## config.mk

```make
export PLATFORM = sky130hd
export DESIGN_NAME = exponential
export DESIGN_NICKNAME = d
export VERILOG_FILES = /design/src/rtl/exponential.sv
export SDC_FILE = /design/constraint.sdc
export NUM_CORES = 1
export LEC_CHECK = 0
export CORE_UTILIZATION = 40
export DETAILED_ROUTE_END_ITERATION = 8
export PLACE_DENSITY = 0.65
export SLEW_MARGIN = 20
export SYNTH_ARGS = -nofsm -noshare
export SYNTH_HDL_FRONTEND = slang
export SYNTH_SLANG_ARGS = --single-unit
```

## constraint.sdc

```tcl
create_clock -name clk -period 14.8 [get_ports clk]
set_input_delay 2.96 -clock clk [delete_from_list [all_inputs] [get_ports clk]]
set_output_delay 2.96 -clock clk [all_outputs]
set_load 0.1 [all_outputs]
```

## src/rtl/exponential.sv

```systemverilog
// Iterative fixed-point e^x evaluator for x in [0,1): 8-term Taylor series,
// start/done handshake, result in 2.16 format.
module exponential (
    input  logic        clk,
    input  logic        rst,
    input  logic        start,
    input  logic [15:0] x,
    output logic        done,
    output logic [1:0]  intpart,
    output logic [15:0] fracpart
);

    localparam int unsigned NTERMS = 8;
    localparam int unsigned XW     = 16;
    localparam int unsigned TW     = 18;
    localparam int unsigned KW     = 4;
    localparam int unsigned RW     = 17;
    localparam int unsigned MPW    = TW + XW;
    localparam int unsigned DPW    = TW + RW;

    localparam logic [TW-1:0] ONE       = 18'h10000;
    localparam logic [KW-1:0] K_LAST    = KW'(NTERMS);

    typedef enum logic [2:0] {
        IDLE,
        WAIT_REL,
        LOAD,
        MUL,
        DIV,
        ACC,
        DONE
    } state_t;

    state_t          state_q, state_d;
    logic [XW-1:0]   xr_q, xr_d;
    logic [TW-1:0]   term_q, term_d;
    logic [TW-1:0]   sum_q, sum_d;
    logic [KW-1:0]   k_q, k_d;
    logic            done_q, done_d;
    logic [1:0]      intpart_q, intpart_d;
    logic [15:0]     fracpart_q, fracpart_d;

    logic [RW-1:0]   recip_c;
    logic [MPW-1:0]  mul_prod_c;
    logic [DPW-1:0]  div_prod_c;
    logic [TW-1:0]   acc_c;

    // Reciprocal ROM: floor(65536/k) for k = 1..8
    always_comb begin
        recip_c = '0;
        case (k_q)
            4'd1:    recip_c = 17'd65536;
            4'd2:    recip_c = 17'd32768;
            4'd3:    recip_c = 17'd21845;
            4'd4:    recip_c = 17'd16384;
            4'd5:    recip_c = 17'd13107;
            4'd6:    recip_c = 17'd10922;
            4'd7:    recip_c = 17'd9362;
            4'd8:    recip_c = 17'd8192;
            default: recip_c = '0;
        endcase
    end

    // Shared datapath: full-width unsigned products, truncated on use
    always_comb begin
        mul_prod_c = MPW'(term_q) * MPW'(xr_q);
        div_prod_c = DPW'(term_q) * DPW'(recip_c);
        acc_c      = sum_q + term_q;
    end

    // Next-state and datapath control
    always_comb begin
        state_d    = state_q;
        xr_d       = xr_q;
        term_d     = term_q;
        sum_d      = sum_q;
        k_d        = k_q;
        done_d     = 1'b0;
        intpart_d  = intpart_q;
        fracpart_d = fracpart_q;

        case (state_q)
            IDLE: begin
                if (start) begin
                    state_d = WAIT_REL;
                end
            end
            WAIT_REL: begin
                if (!start) begin
                    state_d = LOAD;
                end
            end
            LOAD: begin
                xr_d    = x;
                term_d  = ONE;
                sum_d   = ONE;
                k_d     = KW'(1);
                state_d = MUL;
            end
            MUL: begin
                term_d  = TW'(mul_prod_c >> XW);
                state_d = DIV;
            end
            DIV: begin
                term_d  = TW'(div_prod_c >> 16);
                state_d = ACC;
            end
            ACC: begin
                sum_d = acc_c;
                if (k_q == K_LAST) begin
                    // Publish the result together with the done pulse
                    done_d     = 1'b1;
                    intpart_d  = acc_c[17:16];
                    fracpart_d = acc_c[15:0];
                    state_d    = DONE;
                end else begin
                    k_d     = k_q + KW'(1);
                    state_d = MUL;
                end
            end
            DONE: begin
                state_d = IDLE;
            end
            default: begin
                state_d = IDLE;
            end
        endcase
    end

    // State and datapath registers
    always_ff @(posedge clk or negedge rst) begin
        if (!rst) begin
            state_q    <= IDLE;
            xr_q       <= '0;
            term_q     <= '0;
            sum_q      <= '0;
            k_q        <= '0;
            done_q     <= 1'b0;
            intpart_q  <= '0;
            fracpart_q <= '0;
        end else begin
            state_q    <= state_d;
            xr_q       <= xr_d;
            term_q     <= term_d;
            sum_q      <= sum_d;
            k_q        <= k_d;
            done_q     <= done_d;
            intpart_q  <= intpart_d;
            fracpart_q <= fracpart_d;
        end
    end

    assign done     = done_q;
    assign intpart  = intpart_q;
    assign fracpart = fracpart_q;

endmodule

```

* Yosys cells after proc, flatten, opt, wreduce, memory -nomap -nowiden
Memory sizes are Yosys's and may differ from the RTL's.
Cells that the tools add are included.
** Operators by class
- Multiply operators :: 2
- Eq/ne operators :: 9
- $add $sub $neg :: 2
- $lt $le $gt $ge :: 0
- Bitwise gates (word level) :: 0
- Mux-type cells :: 10
- Shifts and indexed selects :: 0
- Reduce and logical (&&, ||, !) cells :: 6
- Div/mod/pow operators :: 0
** Operators with widths (number)
- 18-bit case mux with 3 select lines :: 1
- 18-bit case mux with 2 select lines :: 1
- 18-bit by 16-bit multiplier with 34-bit output :: 1
- 18-bit by 17-bit multiplier with 34-bit output :: 1
- 18-bit adder :: 1
- 3-bit case mux with 6 select lines :: 1
- 3-bit two-way mux :: 3
- 4-bit case mux with 2 select lines :: 1
- 3-bit by 2-bit == test with 1-bit output, second input constant :: 2
- 3-bit == test, second input constant :: 2
- 2-bit != test, second input constant :: 3
- 2-bit AND reduction :: 3
- 4-bit by 1-bit adder with 4-bit output, second input constant :: 1
- 4-bit == test, second input constant :: 1
- 4-bit two-way mux :: 1
- 3-bit by 1-bit == test with 1-bit output, second input constant :: 1
- 3-bit logical NOT :: 1
- 3-bit nonzero test :: 1
- 1-bit two-way mux :: 2
- 2-bit nonzero test :: 1
** Word-level totals
- Bits in latches :: 0
- Memory bits (read-only) :: 272
- Memories :: 1
- Flip-flop bits (word level) :: 78
- Word-level logic and storage cells :: 38
- RAM bits :: 0
** Memories
- (name not given) :: words 16, width 17, rd ports 1, clocked after Yosys merged registers in 0, write ports 0, RTL line 51 : case (k_q)

* Depth between registers and ports, before layout
Gate-level depths: netlist of run 1.
- Word-level depth :: 3
- Depth in mapped cells :: 29
- Depth with buffers taken out :: 27

* Worst setup path before layout of run 1
Ideal clock, no wire load.
- Path type :: flip-flop to flip-flop
- Start point :: reg k_q[2]
- End point :: reg term_q[10]
- Required time :: 14.664 ns
- Setup time :: 0.136 ns
- Slack :: 7.760 ns
- Arrival :: 6.905 ns
- Clock period less this slack :: 7.040 ns
- Stages on the path, launching flop included :: 26
- Path through :: dfrtp_1 clkinv_1 nor3_1 or2_2 clkbuf_1 clkbuf_1 nand2_1 fa_1 inv_1 fa_1 fa_1 fa_1 fa_1 inv_1 fa_1 inv_1 ha_1 a21o_1 a21oi_1 nor2_1 or4_1 o21ai_1 a21boi_1 or3_1 a32oi_1 o21ai_0
** On the way
- Word-level cells in the longest chain between the ends :: 3
** RTL lines
- from (decl) :: RTL line 38 : logic [KW-1:0] k_q, k_d;
- from (signal assigned) :: RTL line 146 : k_q <= k_d;
- memory read 16 x 17 bit
- 18-bit by 17-bit multiplier with 34-bit output :: RTL line 67 : div_prod_c = DPW'(term_q) * DPW'(recip_c);
- 18-bit case mux with 3 select lines :: RTL line 82 : case (state_q)
- to (signal assigned) :: RTL line 144 : term_q <= term_d;
- to (decl) :: RTL line 36 : logic [TW-1:0] term_q, term_d;
No other way between the ends.
A chain may end at the register's enable or synchronous reset.

* Final worst setup path of run 1
- Start point :: reg k_q[2]
- End point :: reg term_q[17]
Same word-level chain as after synthesis.

==> impl_metrics.toml, run 1 <==
[global_routing]
grt_first_pass_wirelength_um = 96200
gr-usage-met2_pct = 37.6
overflow = 0
grtUsageMet3_pct = 1.95
grt_pass1_vias = 17900
grt_usage_pct = 22.0
met1_usage_pct = 28.5
antenna_found_initial = 0
grt_max_degree = 79
top_usage_layer = "met2"

[floorplan]
core_um2 = 54000
die_w_um = 236
rows = 85
die-height_um = 236
ioPinCount = 38
start_util_pct = 40.6
die-area_um2 = 55800

[layout]
multiInputGateArea_um2 = 17300
regArea_um2 = 1950
diodes = 0
fillers = 5287
post_route_cells_drive_above_1_share_pct = 3.34
final_util_pct = 43.1
final_nets = 3125
final_cells = 3119
area_growth_pct = 6.25

[critical_path]
crit_start = "k_q[2]$_DFFE_PN0P_"
critPathMaxFanout = 17
worst_r2r_path_depth = 25
critical_path_class = "flip-flop to flip-flop"
reg2reg_from = "k_q[2]$_DFFE_PN0P_"
critPathMostFrequentCell = "fa_1"
worst-r2r-setup-slack_ns = 6.23
critPathArrivalTime_ns = 8.81
start_kind = "flip-flop"
cpPeakStageDelay_ns = 0.77
required_ns = 15.04
cp_slowest_cell = "a311oi_1"
worstSetupEndpointType = "flip-flop"

[place]
dp.cells = 3103
routabilityCongestion = 1.02
portBuffers = 37
dp_slack_ns = 6.54
dpl.hpwl_um = 47400

[synthesis]
yosys.area.top_type = "fa_1"
seq_area_frac_synth_pct = 8.90
synth_edf_count = 0
ys_types = 63
ys_ff_latch = 78
synthMostInstantiatedCell = "inv_1"
synth_ff_type = "dfrtp_1"
yosys-top-cells-area = "fa_1, ha_1, inv_1, dfrtp_1, nand2_1"
synth_common_cells = "inv_1, fa_1, nand2_1"
synth_top_area_share_pct = 41.8
synth-warning-count = 0
avgSynthCellArea_um2 = 8.96
syn_inst = 2450
syn_area_um2 = 21900
async_flop_share_pct = 100
syn_nets = 3157

[timing]
tightest_slew_ns = 1.05
slew_headroom_pct = 29.2
finalMaxSlewViolations = 0
finClkSkew_ns = 0.0104
setup_viol_count_final = 0
finalHoldViolCount = 0
fmax_ghz = 0.117
fin_ws_ns = 6.23
fin_crit_sh_pct = 57.9
post-route-min-period_ns = 8.57
rsz0062_at_grt = "no"
setup_tns_ns = 0

[cts]
cts_root_buf = "clkbuf_16"
h-tree-depth = 3
cts_setup_buffers = 0
cts.sinks = 78
clock_latency_ns = 0.35
cts_tree = "built"
path_clk_slew_ns = 0.07
cts_hold_buf = 0
clockBufferDepth = 2
cts_buffers = 9
cts_resized = 0

[min_path]
min_path_type = "flip-flop to flip-flop"
hold_start = "sum_q[7]$_DFFE_PN0P_"
hold_path_depth = 2

[flow_run]
maxCapViolCount = 0

[routing]
drc = 0
routed_wl_um = 58500
num_vias = 16300
ant_nets = 0
vias_per_cell = 5.22
routedWlPerCell_um = 18.8
dr.pass1.iters = 5
first_iter_violations = 1044

[run_status]
status = "completed"
==> cells in the final DEF (no fill, tap or decap), drive strengths merged, types with 5 or more instances in the layout <==
cell / netlist / final
a22o: 15 / 15
a221o: 8 / 8
clkdlybuf4s50: 0 / 36
nor2b: 12 / 12
ha: 230 / 230
or3: 9 / 9
o21bai: 5 / 5
nor2: 41 / 41
xor2: 13 / 13
and3: 19 / 19
nand2: 404 / 404
o31ai: 5 / 5
o21a: 5 / 5
nand4: 5 / 5
fa: 458 / 458
nor3: 14 / 14
xnor2: 33 / 33
a21o: 21 / 21
inv: 615 / 619
a21oi: 36 / 36
and2: 168 / 168
buf: 6 / 34
nand3: 14 / 14
clkbuf: 107 / 9
a211oi: 8 / 8
a31oi: 10 / 10
dfrtp: 78 / 78
and4: 5 / 5
or2: 8 / 8
nand2b: 6 / 6
mux2: 16 / 16
o21ai: 27 / 27
==> registers in the layout (all words and copies together), names as in the netlist <==
register / flops
k_q: 4
xr_q: 16
intpart: 2
sum_q: 18
term_q: 18
fracpart: 16
done: 1
state_q: 3
==> final cells by class <==
class / instances / area share (%)
tap: 696 / 3.74
multi-input combinational: 1643 / 74.1
clock buffer: 9 / 0.966
sequential: 78 / 8.37
inverter: 616 / 9.92
timing repair buffer: 70 / 2.66
clock inverter: 7 / 0.274
==> critical path: cells and delay by family, from the launching register on <==
kind            cells  cell delay [ns]
compound gates      6             2.24
fa+ha+maj           7             3.13
simple gates        5             1.84
flops               1             0.51
mux                 1             0.10
buf+inv             6             0.62
==> path summary, 6_finish.rpt <==
| kind | end |
|---|---|
| worst max register to register | term_q[17]$_DFFE_PN0P_ |
| max in group asynchronous | xr_q[2]$_DFFE_PN0P_ |
| worst min-delay path | sum_q[7]$_DFFE_PN0P_ |
| worst max-delay path | term_q[17]$_DFFE_PN0P_ |
| min in group asynchronous | k_q[0]$_DFFE_PN0P_ |
| worst min register to register | sum_q[7]$_DFFE_PN0P_ |
==> metal layers <==
layer / wire length [um] / vias up
met2: 28400 / 481
li1: - / 7221
met3: 3120 / 120
met1: 24300 / 8445
met4: 2740 / 0
met5: 0 / -
==> stage by stage <==
step                      hold WS, ns  cell area, um2
after CTS                       0.490           23300
after detailed placement        0.475           23000
final                           0.486           23300
after global routing            0.531           23300
after global placement          0.472           23000
after floorplan                 0.454           21900
==> cells by family after synthesis <==
family | Yosys count | share of synthesized area [%]
buffers and inverters | 729 | 12.5
and+or+nand+nor | 712 | 15.2
adders and majority gates | 688 | 54.9
AOI/OAI and AO/OA | 176 | 5.61
DFF | 78 | 8.90
xor gates and xnor gates | 47 | 1.94
muxes | 20 | 1.00
Power of run 1 is not shown: default switching activity piles up to over one toggle a cycle in this logic, so the estimate is an artifact.
==> inputs of run 2 (changes only) <==
Clock period 14.8 ns to 8.9 ns, I/O delays scaled along.
==> run 2 against run 1 <==
Worst hold slack better by 0.013 ns. First-iteration DRC count is 0.38% higher. Core utilization increased by 0.21 points. Clock-buffer cell count increased by 1. Global-route usage down 0.21 points. Sequential share of layout area about the same. Clock skew shrank 0.0031 ns. Register-to-register slack got worse by 5.6 ns. Die area stayed put.
==> impl_metrics.toml, run 2 (same netlist as run 1, synthesis figures left out) <==
[run_status]
status = "completed"

[global_routing]
antenna_found_initial = 0
grt_usage_pct = 21.8
overflow = 0
grt_max_degree = 66
grt_pass1_vias = 17500
grt_first_pass_wirelength_um = 95300

[routing]
dr.pass1.iters = 5
num_vias = 16200
routed_wl_um = 57900
ant_nets = 0
drc = 0
first_iter_violations = 1048
vias_per_cell = 5.18
routedWlPerCell_um = 18.5

[min_path]
min_path_type = "flip-flop to flip-flop"

[cts]
h-tree-depth = 3
clock_latency_ns = 0.35
cts_root_buf = "clkbuf_16"
path_clk_slew_ns = 0.07
cts_setup_buffers = 0
cts_hold_buf = 0
cts.sinks = 78
cts_tree = "built"
cts_buffers = 9
cts_resized = 0
clockBufferDepth = 2

[critical_path]
critical_path_class = "flip-flop to flip-flop"
critPathArrivalTime_ns = 8.50
critPathMaxFanout = 11
required_ns = 9.14
worstSetupEndpointType = "flip-flop"
start_kind = "flip-flop"

[timing]
finalMaxSlewViolations = 0
fmax_ghz = 0.121
setup_viol_count_final = 0
slew_headroom_pct = 22.5
finClkSkew_ns = 0.00736
post-route-min-period_ns = 8.26
finalHoldViolCount = 0
tightest_slew_ns = 1.16
rsz0062_at_grt = "no"
setup_tns_ns = 0
fin_crit_sh_pct = 92.8

[floorplan]
die-height_um = 236
core_um2 = 54000
rows = 85
die_w_um = 236
start_util_pct = 40.6
die-area_um2 = 55800
ioPinCount = 38

[layout]
reg_top3 = "sum_q: 18 flops, term_q: 18 flops"
final_cell_mix = "inv_1, fa_1, nand2_1"
area_growth_pct = 6.76
diodes = 0
layout_commonest_cell = "inv_1"
final_nets = 3138
post_route_cells_drive_above_1_share_pct = 3.86

[place]
dpl.hpwl_um = 47600
routabilityCongestion = 0.980
portBuffers = 37

[flow_run]
maxCapViolCount = 0
[run 2: changes by cell type in the layout (fill, tap and decap cells not counted)]
| cell | delta |
|---|---|
| inv_8 | -2 |
| clkinvlp_4 | -1 |
| bufinv_16 | +1 |
| buf_4 | +14 |
| clkbuf_8 | +1 |
| clkinv_2 | +1 |
| buf_6 | -1 |
[run 2: stage by stage]
step           setup WS (ns)  cells  hold WS (ns)  utilization (%)  cell area, um2
2_1_floorplan           1.86   2450         0.454                -           21900
3_3_place_gp            1.16   3116         0.474             42.8           23100
3_5_place_dp           0.838   3116         0.485             42.8           23100
4_1_cts                0.799   3132         0.499             43.4           23400
5_1_grt               0.0772   3132         0.527             43.4           23400
6_report               0.637   3132         0.499             43.4           23400
[run 2: layer usage]
metal	GRT usage, %	up-vias	wire, um
met2	35.4	583	27000
met1	28.9	8252	24100
met3	2.41	153	3500
met5	0	-	0
li1	-	7239	-
met4	11.1	0	3300
[run 2: cell type report]
class | count | area [um2]
fillers | 5222 | 30600
repair buffers | 83 | 713
multi-input cells | 1643 | 17300
inverters | 616 | 2310
clock buffers | 10 | 239
flip-flops and latches | 78 | 1950
clock inverters | 6 | 68.8
well taps | 696 | 871
[run 2: path summary, 6_finish.rpt]
kind,from,endpoint,slack (ns),cells after the start
max,k_q[2]$_DFFE_PN0P_,term_q[17]$_DFFE_PN0P_,0.64,25
min,sum_q[7]$_DFFE_PN0P_,sum_q[7]$_DFFE_PN0P_,0.50,2
max reg2reg,k_q[2]$_DFFE_PN0P_,term_q[17]$_DFFE_PN0P_,0.64,25
min reg2reg,sum_q[7]$_DFFE_PN0P_,sum_q[7]$_DFFE_PN0P_,0.50,2
max in group asynchronous,rst,xr_q[0]$_DFFE_PN0P_,6.45,2
min in group asynchronous,rst,k_q[3]$_DFFE_PN0P_,1.27,1
[run 2: critical path, cell delays in order, from the launching register on]
cell and delay [ns]:
dfrtp_1 0.50, clkinv_1 0.26, nor2_1 0.50, and2_1 0.53, nand2_1 0.18, inv_1 0.13
fa_1 0.42, inv_1 0.08, fa_1 0.45, fa_1 0.54, inv_1 0.06, fa_1 0.49
fa_1 0.50, inv_1 0.05, fa_1 0.47, inv_1 0.05, ha_1 0.32, a2111oi_0 0.39
o21ai_1 0.27, nand3_1 0.20, nand3_1 0.15, a311oi_1 0.58, o211ai_1 0.30, a41oi_1 0.33
mux2i_1 0.12, a221o_1 0.26
Power of run 2 is left out for the same reason.
